--- config.mk ---
export PLATFORM = sky130hd
export DESIGN_NAME = div_ratio_ctrl
export DESIGN_NICKNAME = d
export VERILOG_FILES = /design/src/rtl/div_ratio_ctrl.sv
export SDC_FILE = /design/constraint.sdc
export NUM_CORES = 1
export LEC_CHECK = 0
export BUFFER_PORTS_ARGS = -buffer_cell sky130_fd_sc_hd__buf_2
export CAP_MARGIN = 25
export CORE_MARGIN = 2
export CORE_UTILIZATION = 58
export CTS_CLUSTER_SIZE = 24
export DETAILED_ROUTE_END_ITERATION = 10
export GPL_ROUTABILITY_DRIVEN = 0
export PLACE_DENSITY = 0.93
export SLEW_MARGIN = 10
export SYNTH_ARGS = -nofsm -noshare
export SYNTH_HDL_FRONTEND = slang
export SYNTH_SLANG_ARGS = --single-unit
--- constraint.sdc ---
create_clock -name I_REF_CLK -period 3.1 [get_ports I_REF_CLK]
set_clock_uncertainty 0.05 [all_clocks]
set_input_delay 0.62 -clock I_REF_CLK [delete_from_list [all_inputs] [get_ports I_REF_CLK]]
set_output_delay 0.62 -clock I_REF_CLK [all_outputs]
set_load 0.01 [all_outputs]
--- src/rtl/div_ratio_ctrl.sv ---
// Sequences ratio changes for a downstream clock divider: gates CLK_EN off,
// drains, loads the new DIV_RATIO, and settles before re-enabling.
module div_ratio_ctrl #(
    parameter int RESET_RATIO   = 8,
    parameter int MAX_RATIO     = 200,
    parameter int DRAIN_CYCLES  = 2,
    parameter int SETTLE_CYCLES = 4
) (
    input  logic       I_REF_CLK,
    input  logic       RST,
    input  logic       ENABLE,
    input  logic       CFG_VALID,
    input  logic [7:0] CFG_RATIO,
    output logic       CFG_READY,
    output logic [7:0] DIV_RATIO,
    output logic       CLK_EN,
    output logic       BUSY,
    output logic       RATIO_UPD,
    output logic       CFG_ERR
);

    localparam logic [7:0] RESET_VAL = 8'(RESET_RATIO);
    localparam logic [7:0] MAX_VAL   = 8'(MAX_RATIO);
    localparam logic [3:0] DRAIN_LD  = 4'(DRAIN_CYCLES - 1);
    localparam logic [3:0] SETTLE_LD = 4'(SETTLE_CYCLES - 1);

    typedef enum logic [2:0] {IDLE, RUN, DRAIN, LOAD, SETTLE} state_t;

    state_t     state;
    logic [3:0] cnt;
    logic [7:0] pending;
    logic       xfer;

    assign CFG_READY = !RST && (state == IDLE || state == RUN);
    assign BUSY      = !RST && (state == DRAIN || state == LOAD || state == SETTLE);
    assign xfer      = CFG_VALID && CFG_READY;

    always_ff @(posedge I_REF_CLK) begin
        if (RST) begin
            state     <= IDLE;
            cnt       <= 4'd0;
            pending   <= 8'd0;
            DIV_RATIO <= RESET_VAL;
            CLK_EN    <= 1'b0;
            RATIO_UPD <= 1'b0;
            CFG_ERR   <= 1'b0;
        end else begin
            RATIO_UPD <= 1'b0;
            CFG_ERR   <= 1'b0;
            case (state)
                IDLE, RUN: begin
                    // Any transfer, even a rejected or redundant one, holds the run/idle state.
                    if (xfer) begin
                        if (CFG_RATIO > MAX_VAL) begin
                            CFG_ERR <= 1'b1;
                        end else if (CFG_RATIO != DIV_RATIO) begin
                            pending <= CFG_RATIO;
                            CLK_EN  <= 1'b0;
                            if (state == RUN) begin
                                state <= DRAIN;
                                cnt   <= DRAIN_LD;
                            end else begin
                                state <= LOAD;
                            end
                        end
                    end else if (ENABLE) begin
                        state  <= RUN;
                        CLK_EN <= 1'b1;
                    end else begin
                        state  <= IDLE;
                        CLK_EN <= 1'b0;
                    end
                end
                DRAIN: begin
                    if (cnt == 4'd0) state <= LOAD;
                    else             cnt   <= cnt - 4'd1;
                end
                LOAD: begin
                    DIV_RATIO <= pending;
                    RATIO_UPD <= 1'b1;
                    cnt       <= SETTLE_LD;
                    state     <= SETTLE;
                end
                SETTLE: begin
                    // ENABLE is only looked at on the last settle edge.
                    if (cnt == 4'd0) begin
                        state  <= ENABLE ? RUN : IDLE;
                        CLK_EN <= ENABLE;
                    end else begin
                        cnt <= cnt - 4'd1;
                    end
                end
                default: begin
                    state  <= IDLE;
                    CLK_EN <= 1'b0;
                end
            endcase
        end
    end

endmodule

==> metrics.txt <==
outcome finished clean; fin crit share 81.2%; Detail Route Antenna Nets 0; WL per Instance 15.4 um; max-cap viol count 0; slowest cell on the critical path dfxtp_1; Critical path buffers and inverters 1; crit end category primary output; CTS tree done; relative slew slack 43.9%; biggest area consumer among synthesized cells dfxtp_1; Reg clk slew, reported paths 0.14 ns; # setup viols final 0; CP max stage delay between 0.7 and 0.8 ns; H-tree levels 1; Final Max Tran Viols 0; Routed Wire Length 3260 um; CP Data Required Time 2.43 ns; crit start category flop; Max Fclk 397 MHz; Synth-to-Final Area Change 12.1%; Syn. warnings 0; initial antenna violation count 0; Mapped Avg Cell Area approximately 8.3 um^2; Die Area 0.00277 mm^2; Starting Density 61.5%; die height 52.6 um; total number of placement rows 17; # diodes 0; most frequent cells in the layout dfxtp_1, buf_2, nand2_1, nor2_1, a21oi_1; Post-Synthesis Cells between 150 and 200; delay-heaviest family, CP flip-flops; fraction of registers with async set/reset 0%; gr usage total 25.4%; synthesized net count between 150 and 200; total grt overflow 0; CORE AREA around 0.0022 mm^2; dominant synthesized flop cell dfxtp_1; RSZ-0062 raised after global routing no; CP max FO 18; CTS Hold Bufs 0; Via density 6.11; share of layout cells above drive strength 1 20.2%; clock root buffer clkbuf_4; placed cell area 0.00149 mm^2; DP Worst Slack 0.518 ns; Sink Count 26; Synth top area share 37.9%; Worst Tran Pin Value 0.841 ns; top post-synthesis cells by area dfxtp_1, mux2i_1, a21oi_1; sequential area share after synthesis 37.9%; design area about 0.0015 mm^2; final worst slack around 0.58 ns; Remaining DRCs 0; Iter 0 DRT Violations 44; first drt pass iteration count 4; Post-Syn Area 0.00137 mm^2; Worst Path Arrival 1.85 ns; most common cell after layout, fill and taps aside dfxtp_1; # fillers approximately 200; clock tree buffer depth 2; IO Pins 25; via count around 1300; Resize count post-CTS 0; synthesized flop and latch total 26; Peak VDD IR 0.000326 V; Clock Latency Late Sink 0.32 ns; vias in the first global route 1209; Tmin final 2.52 ns; endpoints failing hold 0; crit path cell chain nor2b_1 -> nand2_1 -> a21oi_1 -> buf_2; PD cells 537 mW/mm^2; Die X 52.6 um; largest net degree at the start of global routing 28; Leak Pwr around 0.61 nW; Setup CP Type reg2out; CTS Buf Count 3; IO Port Bufs 24; Setup Buffers After CTS 0; EDFF count, synth 0; Final TNS setup 0 ns; synth unique cells 36; nets@finish 198; hpwl dp 2450 um; worst hold path class reg2reg; global-route wire length before repair ~5300 um
-- stage by stage --
step           std cells  hold WS (ns)  total power, W  utilization, %
2_1_floorplan        165         0.393        0.000547               -
3_3_place_gp         207         0.407        0.000585            66.6
3_5_place_dp         207         0.417        0.000600            66.6
4_1_cts              211         0.446        0.000825            68.9
5_1_grt              211         0.458        0.000870            68.9
6_report             211         0.445        0.000826            68.9
-- tightest hold or removal path: stages, from the launching register on --
cell and delay [ns]:
dfxtp_1 0.35, nand3_1 0.06, a21oi_1 0.05
-- logic make-up (layout without fill, tap and decap cells) --
group / after synthesis / after routing / share of synthesized area, %
adders and majority gates: 2 / 2 / 1.82
buffers and inverters: 17 / 35 / 5.47
DFF: 26 / 26 / 37.9
and+or+nand+nor: 62 / 62 / 22.7
xor gates and xnor gates: 8 / 8 / 5.11
muxes: 10 / 10 / 7.29
AOI/OAI and AO/OA: 40 / 40 / 19.7
-- path summary, 6_finish.rpt --
kind               from            to  slack (ns)  depth (start not counted)
max            state[2]          BUSY        0.58                          4
min          pending[0]  DIV_RATIO[0]        0.44                          2
min reg2reg  pending[0]  DIV_RATIO[0]        0.44                          2
max reg2reg    state[2]    pending[2]        0.76                          6
-- metal layers --
layer  GRT usage [%]  share of wire, %
met5               0                 0
met4            6.84              0.43
met3            3.14               5.4
met2            45.4                50
met1            31.8                44
-- area by class of cell --
class                           instances  area [um^2]  area share, %
Clock buffer                            3         22.5           1.46
Clock inverter                          1         30.0           1.95
Inverter                                5         18.8           1.22
Multi-Input combinational cell        122          777           50.5
Sequential cell                        26          520           33.8
Tap cell                               28         35.0           2.28
Timing Repair Buffer                   26          135           8.78
-- where the power goes --
part,leakage (nW),internal [W],switching (W)
Clock,0.0279,0.000131,0.0000996
Sequential,0.211,0.000355,0.0000410
Combinational,0.368,0.0000839,0.000116
Total,0.607,0.000570,0.000257
-- synthesized netlist by cell type (4+ instances only) --
master     n
nand3_1   12
inv_1      5
xor2_1     8
a31oi_1    4
a21oi_1   14
nand2_1   17
nor2_1    16
nor2b_1    4
o21ai_0    5
mux2i_1   10
dfxtp_1   26
clkbuf_1   5
-- registers in the layout (all words and copies together) (netlist names) --
name,count
DIV_RATIO,8
pending,8
RATIO_UPD,1
CFG_ERR,1
cnt,4
CLK_EN,1
state,3
(Power assumes the default switching activity.)
